## config.mk

```make
export PLATFORM = sky130hd
export DESIGN_NAME = cell_divergence_ctrl_flat
export DESIGN_NICKNAME = d
export VERILOG_FILES = /design/src/rtl/cell_divergence_ctrl_if.sv /design/src/rtl/cell_divergence_ctrl.sv /design/src/flat_wrapper.sv
export SDC_FILE = /design/constraint.sdc
export NUM_CORES = 1
export LEC_CHECK = 0
export ABC_AREA = 1
export CORE_MARGIN = 1
export CORE_UTILIZATION = 50
export CTS_BUF_LIST = sky130_fd_sc_hd__clkbuf_16
export DETAILED_ROUTE_END_ITERATION = 16
export PLACE_DENSITY_LB_ADDON = 0.25
export SLEW_MARGIN = 15
export SYNTH_ARGS = -nofsm -noshare
export SYNTH_HDL_FRONTEND = slang
export SYNTH_SLANG_ARGS = --single-unit
```

## constraint.sdc

```tcl
create_clock -name clk -period 3.67 [get_ports clk]
set_input_delay 0.734 -clock clk [delete_from_list [all_inputs] [get_ports clk]]
set_output_delay 0.734 -clock clk [all_outputs]
set_load 0.05 [all_outputs]
```

## src/rtl/cell_divergence_ctrl_if.sv

```systemverilog
// Bundle between the cell sequencer and one cell's divergence controller.
// Carries instruction/consensus inputs, gating outputs, and local PC/SP debug taps.
interface cell_divergence_ctrl_if #(
  parameter int REGISTER_LENGTH = 8,
  parameter int PC_LENGTH       = 12,
  parameter int SP_LENGTH       = 5,
  parameter int DIV_CNT_WIDTH   = 8
) ();
  logic [REGISTER_LENGTH-1:0] target_value;
  logic [15:0]                instruction;
  logic [PC_LENGTH-1:0]       next_program_counter;
  logic [SP_LENGTH-1:0]       next_stack_pointer;
  logic                       execution_enable;

  logic                       enable;
  logic                       state_change_enable;
  logic                       diverge;
  logic [1:0]                 div_state;
  logic [DIV_CNT_WIDTH-1:0]   div_cycles;
  logic                       watchdog_err;
  logic [PC_LENGTH-1:0]       local_pc;
  logic [SP_LENGTH-1:0]       local_sp;

  // Handshake: no valid/ready. Inputs are sampled every cycle; enable, state_change_enable
  // and diverge are combinational from this cycle's inputs, all others are registered.
  modport master (
    output target_value, instruction, next_program_counter, next_stack_pointer,
           execution_enable,
    input  enable, state_change_enable, diverge, div_state, div_cycles, watchdog_err,
           local_pc, local_sp
  );

  modport slave (
    input  target_value, instruction, next_program_counter, next_stack_pointer,
           execution_enable,
    output enable, state_change_enable, diverge, div_state, div_cycles, watchdog_err,
           local_pc, local_sp
  );
endinterface

```

## src/rtl/cell_divergence_ctrl.sv

```systemverilog
// Per-cell SIMT divergence controller: votes against branch consensus and tracks rejoin.
// Optional watchdog FAULT state is compiled in with `define CELL_DIV_WATCHDOG_EN.
module cell_divergence_ctrl #(
  parameter int REGISTER_LENGTH  = 8,
  parameter int PC_LENGTH        = 12,
  parameter int SP_LENGTH        = 5,
  parameter int BRANCH_ADDR_BITS = 8,
  parameter int DIV_CNT_WIDTH    = 8,
  parameter int WATCHDOG_LIMIT   = 200,
  parameter logic [3:0] OPC_UNL  = 4'hA,
  parameter logic [3:0] OPC_JUMP = 4'hB,
  parameter logic [3:0] OPC_CALL = 4'hC,
  parameter logic [3:0] OPC_RET  = 4'hD,
  parameter logic [3:0] REG_MY   = 4'hF
) (
  input logic                   clk,
  input logic                   rst,
  cell_divergence_ctrl_if.slave bus
);

  if (BRANCH_ADDR_BITS < 1 || BRANCH_ADDR_BITS > 12 ||
      WATCHDOG_LIMIT < 1 || WATCHDOG_LIMIT > (2 ** DIV_CNT_WIDTH) - 1) begin : g_bad_param
    $error("cell_divergence_ctrl: parameter out of range");
  end

`ifdef CELL_DIV_WATCHDOG_EN
  typedef enum logic [1:0] {ST_ACTIVE = 2'd0, ST_DIVERGED = 2'd1, ST_FAULT = 2'd2} state_t;
`else
  typedef enum logic [1:0] {ST_ACTIVE = 2'd0, ST_DIVERGED = 2'd1} state_t;
`endif

  localparam logic [DIV_CNT_WIDTH-1:0] CNT_MAX = '1;

  state_t                   state_q;
  logic [PC_LENGTH-1:0]     local_pc_q, rec_pc_q;
  logic [SP_LENGTH-1:0]     local_sp_q, rec_sp_q;
  logic [DIV_CNT_WIDTH-1:0] div_cycles_q, div_cycles_d;

  logic [3:0]           opcode, target;
  logic [PC_LENGTH-1:0] btarget;
  logic                 cond_fail, ujump, rejoin, diverge;

  assign opcode    = bus.instruction[15:12];
  assign target    = bus.instruction[11:8];
  assign btarget   = PC_LENGTH'(bus.instruction[BRANCH_ADDR_BITS-1:0]);
  assign cond_fail = (opcode == OPC_UNL) && (bus.target_value == '0);
  assign ujump     = (opcode == OPC_JUMP) || (opcode == OPC_CALL) || (opcode == OPC_RET);
  assign rejoin    = (bus.next_program_counter == rec_pc_q) &&
                     (bus.next_stack_pointer == rec_sp_q);

  // Any non-ACTIVE state keeps voting "diverge" so the rest of the array is never stalled.
  assign diverge      = (state_q == ST_ACTIVE) ? cond_fail : 1'b1;
  assign div_cycles_d = (div_cycles_q == CNT_MAX) ? div_cycles_q : div_cycles_q + 1'b1;

  assign bus.diverge             = diverge;
  assign bus.enable              = bus.execution_enable && !diverge && !ujump;
  assign bus.state_change_enable = bus.enable && (target == REG_MY);
  assign bus.div_state           = state_q;
  assign bus.div_cycles          = div_cycles_q;
  assign bus.local_pc            = local_pc_q;
  assign bus.local_sp            = local_sp_q;

`ifdef CELL_DIV_WATCHDOG_EN
  logic watchdog_err_q;
  assign bus.watchdog_err = watchdog_err_q;
`else
  assign bus.watchdog_err = 1'b0;
`endif

  always_ff @(posedge clk or posedge rst) begin
    if (rst) begin
      state_q        <= ST_ACTIVE;
      local_pc_q     <= '0;
      local_sp_q     <= '0;
      rec_pc_q       <= '0;
      rec_sp_q       <= '0;
      div_cycles_q   <= '0;
`ifdef CELL_DIV_WATCHDOG_EN
      watchdog_err_q <= 1'b0;
`endif
    end else begin
      case (state_q)
        ST_ACTIVE: begin
          if (cond_fail) begin
            local_pc_q <= btarget;
            if (bus.next_program_counter != btarget) begin
              rec_pc_q     <= btarget;
              rec_sp_q     <= local_sp_q;
              div_cycles_q <= '0;
              state_q      <= ST_DIVERGED;
            end
          end else begin
            local_pc_q <= bus.next_program_counter;
            local_sp_q <= bus.next_stack_pointer;
          end
        end
        ST_DIVERGED: begin
          // Rejoin is tested first so it wins over a coincident watchdog expiry.
          if (rejoin) begin
            state_q <= ST_ACTIVE;
          end else begin
            div_cycles_q <= div_cycles_d;
`ifdef CELL_DIV_WATCHDOG_EN
            if (div_cycles_d == DIV_CNT_WIDTH'(WATCHDOG_LIMIT)) begin
              state_q        <= ST_FAULT;
              watchdog_err_q <= 1'b1;
            end
`endif
          end
        end
`ifdef CELL_DIV_WATCHDOG_EN
        ST_FAULT: state_q <= ST_FAULT;
`endif
        default: state_q <= ST_ACTIVE;
      endcase
    end
  end

endmodule

```

## src/flat_wrapper.sv

```systemverilog
// flat-port wrapper written by rule: the top's interface ports become plain ports
module cell_divergence_ctrl_flat 
#(
  parameter int REGISTER_LENGTH  = 8,
  parameter int PC_LENGTH        = 12,
  parameter int SP_LENGTH        = 5,
  parameter int BRANCH_ADDR_BITS = 8,
  parameter int DIV_CNT_WIDTH    = 8,
  parameter int WATCHDOG_LIMIT   = 200,
  parameter logic [3:0] OPC_UNL  = 4'hA,
  parameter logic [3:0] OPC_JUMP = 4'hB,
  parameter logic [3:0] OPC_CALL = 4'hC,
  parameter logic [3:0] OPC_RET  = 4'hD,
  parameter logic [3:0] REG_MY   = 4'hF
)
  (clk, rst, bus_target_value, bus_instruction, bus_next_program_counter, bus_next_stack_pointer, bus_execution_enable, bus_enable, bus_state_change_enable, bus_diverge, bus_div_state, bus_div_cycles, bus_watchdog_err, bus_local_pc, bus_local_sp);
  cell_divergence_ctrl_if #(.REGISTER_LENGTH(REGISTER_LENGTH), .PC_LENGTH(PC_LENGTH), .SP_LENGTH(SP_LENGTH), .DIV_CNT_WIDTH(DIV_CNT_WIDTH)) bus_i ();
  input logic clk;
  input logic rst;
  input wire logic [$bits(bus_i.target_value)-1:0] bus_target_value;
  input wire logic [$bits(bus_i.instruction)-1:0] bus_instruction;
  input wire logic [$bits(bus_i.next_program_counter)-1:0] bus_next_program_counter;
  input wire logic [$bits(bus_i.next_stack_pointer)-1:0] bus_next_stack_pointer;
  input wire logic [$bits(bus_i.execution_enable)-1:0] bus_execution_enable;
  output wire logic [$bits(bus_i.enable)-1:0] bus_enable;
  output wire logic [$bits(bus_i.state_change_enable)-1:0] bus_state_change_enable;
  output wire logic [$bits(bus_i.diverge)-1:0] bus_diverge;
  output wire logic [$bits(bus_i.div_state)-1:0] bus_div_state;
  output wire logic [$bits(bus_i.div_cycles)-1:0] bus_div_cycles;
  output wire logic [$bits(bus_i.watchdog_err)-1:0] bus_watchdog_err;
  output wire logic [$bits(bus_i.local_pc)-1:0] bus_local_pc;
  output wire logic [$bits(bus_i.local_sp)-1:0] bus_local_sp;
  assign bus_i.target_value = bus_target_value;
  assign bus_i.instruction = bus_instruction;
  assign bus_i.next_program_counter = bus_next_program_counter;
  assign bus_i.next_stack_pointer = bus_next_stack_pointer;
  assign bus_i.execution_enable = bus_execution_enable;
  assign bus_enable = bus_i.enable;
  assign bus_state_change_enable = bus_i.state_change_enable;
  assign bus_diverge = bus_i.diverge;
  assign bus_div_state = bus_i.div_state;
  assign bus_div_cycles = bus_i.div_cycles;
  assign bus_watchdog_err = bus_i.watchdog_err;
  assign bus_local_pc = bus_i.local_pc;
  assign bus_local_sp = bus_i.local_sp;
  cell_divergence_ctrl #(.REGISTER_LENGTH(REGISTER_LENGTH), .PC_LENGTH(PC_LENGTH), .SP_LENGTH(SP_LENGTH), .BRANCH_ADDR_BITS(BRANCH_ADDR_BITS), .DIV_CNT_WIDTH(DIV_CNT_WIDTH), .WATCHDOG_LIMIT(WATCHDOG_LIMIT), .OPC_UNL(OPC_UNL), .OPC_JUMP(OPC_JUMP), .OPC_CALL(OPC_CALL), .OPC_RET(OPC_RET), .REG_MY(REG_MY)) u_core (.clk(clk), .rst(rst), .bus(bus_i));
endmodule
```

==> flow_summary.toml <==
[global_routing]
overflow = 0
grt_usage_pct = 22.5
first_global_vias = 1980
grt_pass1_wl_um = 8880
grt_max_degree = 40
antenna_found_initial = 0

[detailed_routing]
viasPerCell = 5.00
drc = 0
wl_per_cell_um = 12.2
vias = 2170
drt-initial-drc-count = 204
wirelength_um = 5310
ant_nets = 0
first_pass_iters = 5

[synth]
synth_top_area_share_pct = 42.3
synthCells = 307
ys_warn_count = 0
syn_area_um2 = 2310
ys_top_cells_by_area = "dfrtp_1 (42%), nand2_1 (18%), inv_1 (6.2%)"
synth_seq_area_share_pct = 42.3
yosysTopAreaCell = "dfrtp_1"
synth_most_common_cell = "nand2_1"
async_flop_share_pct = 100
yosys_register_bits = 39
syn_area_per_cell_um2 = 7.52
synth_ff_type = "dfrtp_1"
yosys-top-cells-count = "nand2_1 (110), dfrtp_1 (39), inv_1 (38), nor2_1 (21), nand3_1 (19)"
synth_cell_types = 33
synth_edf_count = 0

[setup_path]
start_kind = "input pin"
cp.required_ns = 2.94
crit_path_frequent_cell = "nand2_1"
crit_arrival_ns = 2.30
slowest_delay_ns = 0.43
crit_chain = "clkdlybuf4s50_1 -> inv_1 -> nand2_1 -> nor3_2 -> nand2_1 -> nand2_1 -> buf_4 -> buf_12"
crit_type = "input pin to output pin"
cpMaxStageDelayCell = "clkdlybuf4s50_1"
r2r_cells = 12
crit_path_end_kind = "output pin"
critPathMaxFanout = 19

[die]
die_area_um2 = 4890
core_um2 = 4380
initial_core_util_pct = 52.7
dieWidth_um = 69.9
io-pin-count = 75
die_h_um = 69.9
row_count = 24

[timing]
period_needed_ns = 3.03
max_freq_mhz = 330
skew_ns = 0.00641
fin_crit_sh_pct = 82.7
worst_pin_slew_ns = 0.504
setup_tns_ns = 0
slew_headroom_pct = 66.1
hold_violations = 0
hold_ws_ns = 0.480
finalWorstSetupSlack_ns = 0.636
setup_viol = 0
rsz0062_at_grt = "false"
drv_slew = 0

[pwr]
p_per_area_nw_per_um2 = 339
power_leakage_uw = 0.00147
ir_drop_uv = 236

[clock_network]
h-tree-depth = 2
cts_num_sinks = 39
cts_hold_buffers = 0
post_cts_buffers = 0
cts_tree = "built"
cts_max_path_buffers = 2
clk_pin_slew_ns = 0.05
postCtsResizedCells = 0
numCtsBuffers = 5
clk-insertion-delay-late_ns = 0.28
root_buffer = "clkbuf_16"

[finish]
syn_to_final_growth_pct = 39.4
nFillCells = 350
drive_gt1_share_pct = 11.3
final_nets = 426
diodes = 0
stdcell_count = 434

[hold_path]
hold_path.class = "flop to flop"
hold_depth = 2

[placed_design]
hpwl_um = 3870
pre_cts_slack_ns = 0.643
placedCellCount = 426
place_congestion = 0.748
portBuffers = 72

[status]
status = "complete, no violations"

[flow_run]
cap_violations = 0
-- sequential cells by signal (all words and copies together), names as in the netlist --
signal and count:
u_core.bus.div_cycles 8, u_core.bus.local_pc 12, u_core.rec_sp_q 5, u_core.bus.div_state 1
u_core.rec_pc_q 8, u_core.bus.local_sp 5
-- worst max-delay path: cells and delay by family --
family | cells | cell delay (ns)
and+or+nand+nor | 4 | 0.62
buffers and inverters | 4 | 0.93
-- through the flow --
stage / total power (µW) / cell area, µm² / utilization, %
2_1_floorplan: 582 / 2310 / -
3_3_place_gp: 677 / 3080 / 70.2
3_5_place_dp: 682 / 3080 / 70.2
4_1_cts: 1090 / 3220 / 73.4
5_1_grt: 1120 / 3220 / 73.4
6_report: 1090 / 3220 / 73.4
-- routing by layer --
| metal | GRT usage [%] | part of all wire, % | vias to the layer above | wire length (µm) |
|---|---|---|---|---|
| li1 | - | - | 1105 | - |
| met1 | 29.1 | 43 | 1001 | 2290 |
| met2 | 39.1 | 51 | 60 | 2730 |
| met3 | 3.46 | 4.8 | 4 | 254 |
| met4 | 6.44 | 0.79 | 0 | 42 |
| met5 | 0 | 0 | - | 0 |
-- layout make-up --
class	count	area [µm²]	area share, %
Multi-Input combinational cell	215	1090	33.8
Sequential cell	39	976	30.3
Timing Repair Buffer	75	773	24.0
Inverter	45	174	5.40
Clock buffer	5	125	3.89
Tap cell	52	65.1	2.02
Clock inverter	3	16.3	0.505
-- power breakdown --
group	switching [µW]	internal [µW]	total (µW)	leakage, µW
Sequential	13.6	445	459	0.000504
Clock	169	248	416	0.0000710
Combinational	121	93.3	215	0.000896
-- path summary, 6_finish.rpt --
path	startpoint	end	slack (ns)
max	bus_instruction[14]	bus_diverge	0.64
min	u_core.bus.local_pc[8]	u_core.bus.local_pc[8]	0.48
max reg2reg	u_core.bus.div_cycles[0]	u_core.bus.div_cycles[6]	1.94
min reg2reg	u_core.bus.local_pc[8]	u_core.bus.local_pc[8]	0.48
max in group asynchronous	rst	u_core.bus.local_sp[3]	2.44
min in group asynchronous	rst	u_core.bus.div_cycles[2]	0.88
-- logic make-up (layout without fill, tap and decap cells) --
| logic type | after synthesis | in the layout | share of synthesized area (%) |
|---|---|---|---|
| XOR/XNOR | 6 | 6 | 2.28 |
| AND/OR/NAND/NOR | 178 | 178 | 36.0 |
| flip-flops | 39 | 39 | 42.3 |
| AO/OA/AOI/OAI | 28 | 28 | 8.02 |
| other | 1 | 2 | 0.162 |
| adder cells (fa/ha/maj) | 1 | 1 | 0.542 |
| buffers and inverters | 54 | 128 | 10.7 |
-- cell usage in the layout (no fill, tap or decap), types with 2 or more instances in the layout --
cell / netlist / routed
inv_1: 38 / 39
clkbuf_16: 0 / 5
a21oi_1: 5 / 5
dfrtp_1: 39 / 39
inv_2: 5 / 5
nand3_1: 19 / 19
nand2_1: 110 / 110
nand2_2: 6 / 6
nor2_2: 4 / 4
buf_12: 0 / 3
conb_1: 1 / 2
clkdlybuf4s50_1: 0 / 69
o21ai_1: 9 / 9
nor2_1: 21 / 21
nand3_4: 3 / 3
o21ai_2: 4 / 4
nand3_2: 2 / 2
o21ai_0: 2 / 2
buf_4: 2 / 3
xor2_1: 2 / 2
nor3_1: 3 / 3
o221ai_1: 8 / 8
xnor2_1: 4 / 4
nor3_2: 2 / 2
nand4_1: 4 / 4
No activity file was read; power rests on OpenSTA's default activity.
==> edit 1: new RTL, config.mk and constraints unchanged <==
`PC_LENGTH` is set to 12 in 3 places; all go to 18.
--- a/src/rtl/cell_divergence_ctrl_if.sv
+++ b/src/rtl/cell_divergence_ctrl_if.sv
@@ -3,5 +3,5 @@
 interface cell_divergence_ctrl_if #(
   parameter int REGISTER_LENGTH = 8,
-  parameter int PC_LENGTH       = 12,
+  parameter int PC_LENGTH       = 18,
   parameter int SP_LENGTH       = 5,
   parameter int DIV_CNT_WIDTH   = 8
--- a/src/rtl/cell_divergence_ctrl.sv
+++ b/src/rtl/cell_divergence_ctrl.sv
@@ -3,5 +3,5 @@
 module cell_divergence_ctrl #(
   parameter int REGISTER_LENGTH  = 8,
-  parameter int PC_LENGTH        = 12,
+  parameter int PC_LENGTH        = 18,
   parameter int SP_LENGTH        = 5,
   parameter int BRANCH_ADDR_BITS = 8,
--- a/src/flat_wrapper.sv
+++ b/src/flat_wrapper.sv
@@ -3,5 +3,5 @@
 #(
   parameter int REGISTER_LENGTH  = 8,
-  parameter int PC_LENGTH        = 12,
+  parameter int PC_LENGTH        = 18,
   parameter int SP_LENGTH        = 5,
   parameter int BRANCH_ADDR_BITS = 8,
Ports: changed (resized bus_local_pc and bus_next_program_counter); port bits go from 75 to 87. The function was not compared with the original's and may differ.
==> edit 1 against the original RTL <==
Total power increased by 6.0%; utilization grew 0.78 points; routed wire length rose by 21%; highest routed layer unchanged; first-iteration DRC count shrank 20%; final area rose by 9.6%; sequential share of layout area up 1.6 points; sequential power grew 13%; synthesized area increased by 7.3%; sequential cell count rose by 6; worst hold slack about the same; worst setup slack got worse by 0.27 ns.
==> edit 1: results (changes against the original RTL) <==
| Parameter | Reported | Unit | Change |
|---|---|---|---|
| Antenna violations before repair | 0 | - | unchanged |
| Number of nets in the finished design | 486 | - | +14% |
| Worst hold slack across all endpoints | 0.480 | ns | -0.000370 ns |
| Wire length per cell | 12.8 | um | +4.4% |
| DRC violation total after the first TritonRoute iteration | 164 | - | -20% |
| Cells taking the most area after synthesis | sky130_fd_sc_hd__dfrtp_1, sky130_fd_sc_hd__nand2_1, sky130_fd_sc_hd__inv_1, sky130_fd_sc_hd__nand3_1, sky130_fd_sc_hd__nor2_1 | - |  |
| IR Drop Worst-Case VDD | 0.000213 | V | -9.7% |
| Largest net degree at the start of global routing | 46 | - | +15% |
| Number of flip-flops in the largest register | 18 | - | +6 |
| Share of cells above drive strength 1 | 4.82 | % | -6.4 points |
| Endpoint, Worst Hold | u_core.bus.local_pc[13]$_DFFE_PP0N_ | - |  |
| Number of fillers in the final layout | 377 | - | +7.7% |
| Start point of the worst hold path | u_core.bus.local_pc[13]$_DFFE_PP0N_ | - |  |
| Post-synthesis compound-gate area fraction | 7.17 | % | -0.85 points |
| Endpoint arrival time on the critical path | 2.57 | ns | +0.27 ns |
| Library cells used by synthesis | 27 | - | -18% |
| Capture point of the critical path | bus_state_change_enable | - |  |
| Global router's overall resource usage | 26.0 | % | +3.5 points |
| Reg-to-reg endpoint | u_core.bus.div_cycles[2]$_DFFE_PP0P_ | - |  |
| CP top delay family | simple AND/OR/NAND/NOR gates | - |  |
| Worst setup slack after placement | 0.399 | ns | -0.244 ns |
| Max FO, Critical Path | 12 | - | -7 |
| Port Buffer Count | 84 | - | +17% |
| Run status | finished clean | - |  |
| Master of the slowest instance on the critical path | sky130_fd_sc_hd__clkdlybuf4s50_1 | - |  |
| Part of the Yosys area used for sequential elements | 45.5 | % | +3.2 points |
| Share of the synthesized netlist area taken by xor and xnor gates | 0 | % | -2.3 points |
| Via count of the first global-routing pass | 2,315 | - | +17% |
| Post-synthesis adder-cell area fraction | 0.505 | % | -0.037 points |
| Slowest cell delay on critical path | 0.48 | ns | +0.05 ns |
| Final critical-path setup slack | 0.364 | ns | -0.273 ns |
| Vias per cell | 4.94 | - | -1.2% |
| Wire length of the first global-routing pass | 10,400 | um | +17% |
| Most frequent cells after synthesis | sky130_fd_sc_hd__nand2_1, sky130_fd_sc_hd__dfrtp_1, sky130_fd_sc_hd__inv_1, sky130_fd_sc_hd__nor2_1, sky130_fd_sc_hd__nand3_1 | - |  |
| Total iterations of the first detailed-routing run | 4 | - | -1 |
| R2R setup slack | 1.92 | ns | -0.02 ns |
| GPL Wtd Cong | 0.811 | - | +8.5% |
| Detail Placement HPWL | 4690 | um | +21% |
| Layout Skew | 0.00393 | ns | -0.00249 ns |
## edit 1: cell count changes after synthesis, sizes merged, moves of 2 or more
cell	unedited run	this run
xor2	2	0
nand2	118	150
o221ai	8	0
nand3	24	29
clkbuf	2	5
dfrtp	39	45
clkinv	2	0
o22ai	0	2
nor2	26	29
o211ai	0	9
xnor2	4	0
## edit 1: area by class of cell
| cell class | instances | area share (%) |
|---|---|---|
| clock buffers | 5 | 3.55 |
| clock inverters | 3 | 0.319 |
| inverters | 42 | 4.47 |
| multi-input cells | 253 | 31.8 |
| flip-flops and latches | 45 | 31.9 |
| well taps | 67 | 2.38 |
| repair buffers | 88 | 25.5 |
## edit 1: power by group
group | internal, W | leakage, nW | switching, W
Combinational | 0.0000922 | 1.00 | 0.000119
Clock | 0.000245 | 0.0776 | 0.000180
Sequential | 0.000511 | 0.575 | 0.00000873
Total | 0.000848 | 1.65 | 0.000308
## edit 1: cells by family (layout without fill, tap and decap cells)
logic type / Yosys count / after routing
buf+inv: 55 / 138
flops: 45 / 45
other cells: 1 / 2
compound gates: 29 / 29
fa+ha+maj: 1 / 1
simple gates: 221 / 221
## edit 1: per-layer routing
| metal | vias up | GRT usage [%] | part of all wire (%) |
|---|---|---|---|
| li1 | 1261 | - | - |
| met1 | 1140 | 30.0 | 41 |
| met2 | 77 | 47.9 | 53 |
| met3 | 6 | 5.42 | 4.8 |
| met4 | 0 | 8.28 | 1.1 |
| met5 | - | 0 | 0 |
## edit 1: per-stage QoR
stage / cell area, um2 / cells
CTS: 3530 / 503
floorplan: 2480 / 353
global placement: 3390 / 495
detailed placement: 3390 / 495
global route: 3530 / 503
finish: 3530 / 503
## edit 1: tightest hold or removal path, delay by kind of cell, from the launching register on
family	cells	cell delay (ns)
flops	1	0.34
simple gates	2	0.11
==> edit 2: new RTL, config.mk and constraints unchanged <==
Without the edit above. Make the reset (`rst`) synchronous in one clocked block.
--- a/src/rtl/cell_divergence_ctrl.sv
+++ b/src/rtl/cell_divergence_ctrl.sv
@@ -68,5 +68,5 @@
 `endif
 
-  always_ff @(posedge clk or posedge rst) begin
+  always_ff @(posedge clk) begin
     if (rst) begin
       state_q        <= ST_ACTIVE;
Function: differs if rst is asserted again (counterexample within 4 cycles, from zero or initial values and one cycle with rst high); with rst held inactive, the same outputs for 10 cycles.
==> edit 2 against the original RTL <==
Final cell count is 3.0% higher; sequential cell count unchanged; total power down 6.4%; synthesized area down 8.3%; global-route usage is 2.6 points higher; clock power fell by 2%; routed wire length down 0.73%; worst setup slack improved by 0.19 ns; first-iteration DRC count is 25% lower; final area shrank 7.9%; die area shrank 8.1%.
==> edit 2: results (changes against the original RTL) <==
| Parameter | Reported | Unit | Change |
|---|---|---|---|
| GPL Wtd Cong | 0.807 | - | +8.0% |
| Share of cells above drive strength 1 | 6.30 | % | -5.0 points |
| Wire length of the first global-routing pass | 8590 | um | -3.3% |
| Largest net degree at the start of global routing | 37 | - | -7.5% |
| IR Drop Worst-Case VDD | 0.000314 | V | +33% |
| Sw Share | 25.8 | % | -2.0 points |
| Total iterations of the first detailed-routing run | 4 | - | -1 |
| DRC violation total after the first TritonRoute iteration | 152 | - | -25% |
| Endpoint arrival time on the critical path | 2.11 | ns | -0.19 ns |
| Most frequent cells after synthesis | sky130_fd_sc_hd__nand2_1, sky130_fd_sc_hd__inv_1, sky130_fd_sc_hd__dfxtp_1, sky130_fd_sc_hd__a21oi_1, sky130_fd_sc_hd__nor2_1 | - |  |
| Cells taking the most area after synthesis | sky130_fd_sc_hd__dfxtp_1, sky130_fd_sc_hd__nand2_1, sky130_fd_sc_hd__inv_1, sky130_fd_sc_hd__a21oi_1, sky130_fd_sc_hd__nor2_1 | - |  |
| Reg-to-reg endpoint | u_core.bus.div_cycles[3]$_SDFFE_PP0P_ | - |  |
| Vias per cell | 4.95 | - | -1.0% |
| Final std cell area, no fill | 0.00296 | mm2 | -7.9% |
| Antenna violations before repair | 0 | - | unchanged |
| Number of fillers in the final layout | 330 | - | -5.7% |
| Reg-to-reg startpoint | u_core.bus.div_state[0]$_SDFFE_PP0P_ | - |  |
| Total length of routed wires | 5270 | um | -0.73% |
| Part of the Yosys area used for sequential elements | 36.9 | % | -5.4 points |
| Max FO, Critical Path | 12 | - | -7 |
| Relative max-transition margin | 45.2 | % | -21 points |
| Layout Skew | 0.00493 | ns | -0.00148 ns |
| Yosys warning count | 0 | - | unchanged |
| Static power due to leakage | 1.27 | nW | -14% |
| Prevailing post-synth register cell | sky130_fd_sc_hd__dfxtp_1 | - |  |
| Number of nets in the finished design | 442 | - | +3.8% |
| Run status | finished clean | - |  |
| Post-synthesis adder-cell area fraction | 0.591 | % | +0.049 points |
| Endpoint, Worst Hold | u_core.bus.local_pc[10]$_SDFFE_PP0N_ | - |  |
| R2R setup slack | 1.85 | ns | -0.09 ns |
| Detail Placement HPWL | 3800 | um | -1.8% |
| Library cells used by synthesis | 29 | - | -12% |
| Global router's overall resource usage | 25.1 | % | +2.6 points |
## edit 2: cell types whose count changed in the layout (fill, tap and decap cells not counted), sizes merged, moves of 5 or more
cell,before,now
dfrtp,39,0
a21oi,5,29
inv,44,50
nand2,118,108
o221ai,8,3
nand3,24,11
o211ai,0,5
dfxtp,0,39
## edit 2: cell families after synthesis
logic type,Yosys count
compound gates,56
xor+xnor,7
fa+ha+maj,1
buf+inv,63
flops,39
other cells,1
simple gates,161
## edit 2: area by class of cell
class                      count  share of cell area, %
tap                           50                   2.11
clock buffer                   5                   4.22
timing repair buffer          74                   24.6
multi-input combinational    227                   36.1
sequential                    39                   26.3
clock inverter                 2                  0.295
inverter                      50                   6.33
## edit 2: worst max-delay path by stage
stage                             start                 endpoint  slack, ns  depth (start not counted)
finish              bus_instruction[14]  bus_state_change_enable       0.82                          9
global route        bus_instruction[14]  bus_state_change_enable       0.71                          9
CTS                 bus_instruction[14]  bus_state_change_enable       0.82                          9
detailed placement  bus_instruction[14]  bus_state_change_enable       0.82                          9
global placement    bus_instruction[14]  bus_state_change_enable       0.87                          9
floorplan           bus_instruction[12]  bus_state_change_enable       0.21                          7
## edit 2: critical path, cell delays in order
cell,delay [ns]
sky130_fd_sc_hd__clkdlybuf4s50_1,0.50
sky130_fd_sc_hd__inv_1,0.05
sky130_fd_sc_hd__nand2_1,0.07
sky130_fd_sc_hd__nor3_2,0.05
sky130_fd_sc_hd__nand2_1,0.06
sky130_fd_sc_hd__nand2_1,0.04
sky130_fd_sc_hd__buf_4,0.18
sky130_fd_sc_hd__nor4_1,0.18
sky130_fd_sc_hd__buf_4,0.24
## edit 2: per-layer routing
metal  wire, um  up-vias  global-route usage (%)  part of all wire (%)
met5          0        -                       0                     0
met4         67        0                    7.98                   1.3
met3        295        8                    6.51                   5.6
met2       2700       65                    45.5                    51
met1       2210      977                    28.0                    42
li1           -     1162                       -                     -
## edit 2: per-stage QoR
stage	cells	worst slack, ns	hold WS, ns	power, W
after CTS	447	0.822	0.469	0.00103
after detailed placement	440	0.820	0.458	0.000620
after global placement	440	0.875	0.453	0.000617
after global routing	447	0.713	0.481	0.00106
after floorplan	329	0.209	0.444	0.000539
final	447	0.823	0.464	0.00102
## edit 2: power by group through the flow
| stage | registers, W | clock network, W | logic [W] |
|---|---|---|---|
| floorplan | 0.000483 | 0 | 0.0000558 |
| global placement | 0.000448 | 0 | 0.000169 |
| detailed placement | 0.000448 | 0 | 0.000172 |
| CTS | 0.000439 | 0.000414 | 0.000173 |
| global route | 0.000440 | 0.000428 | 0.000186 |
| finish | 0.000439 | 0.000408 | 0.000173 |
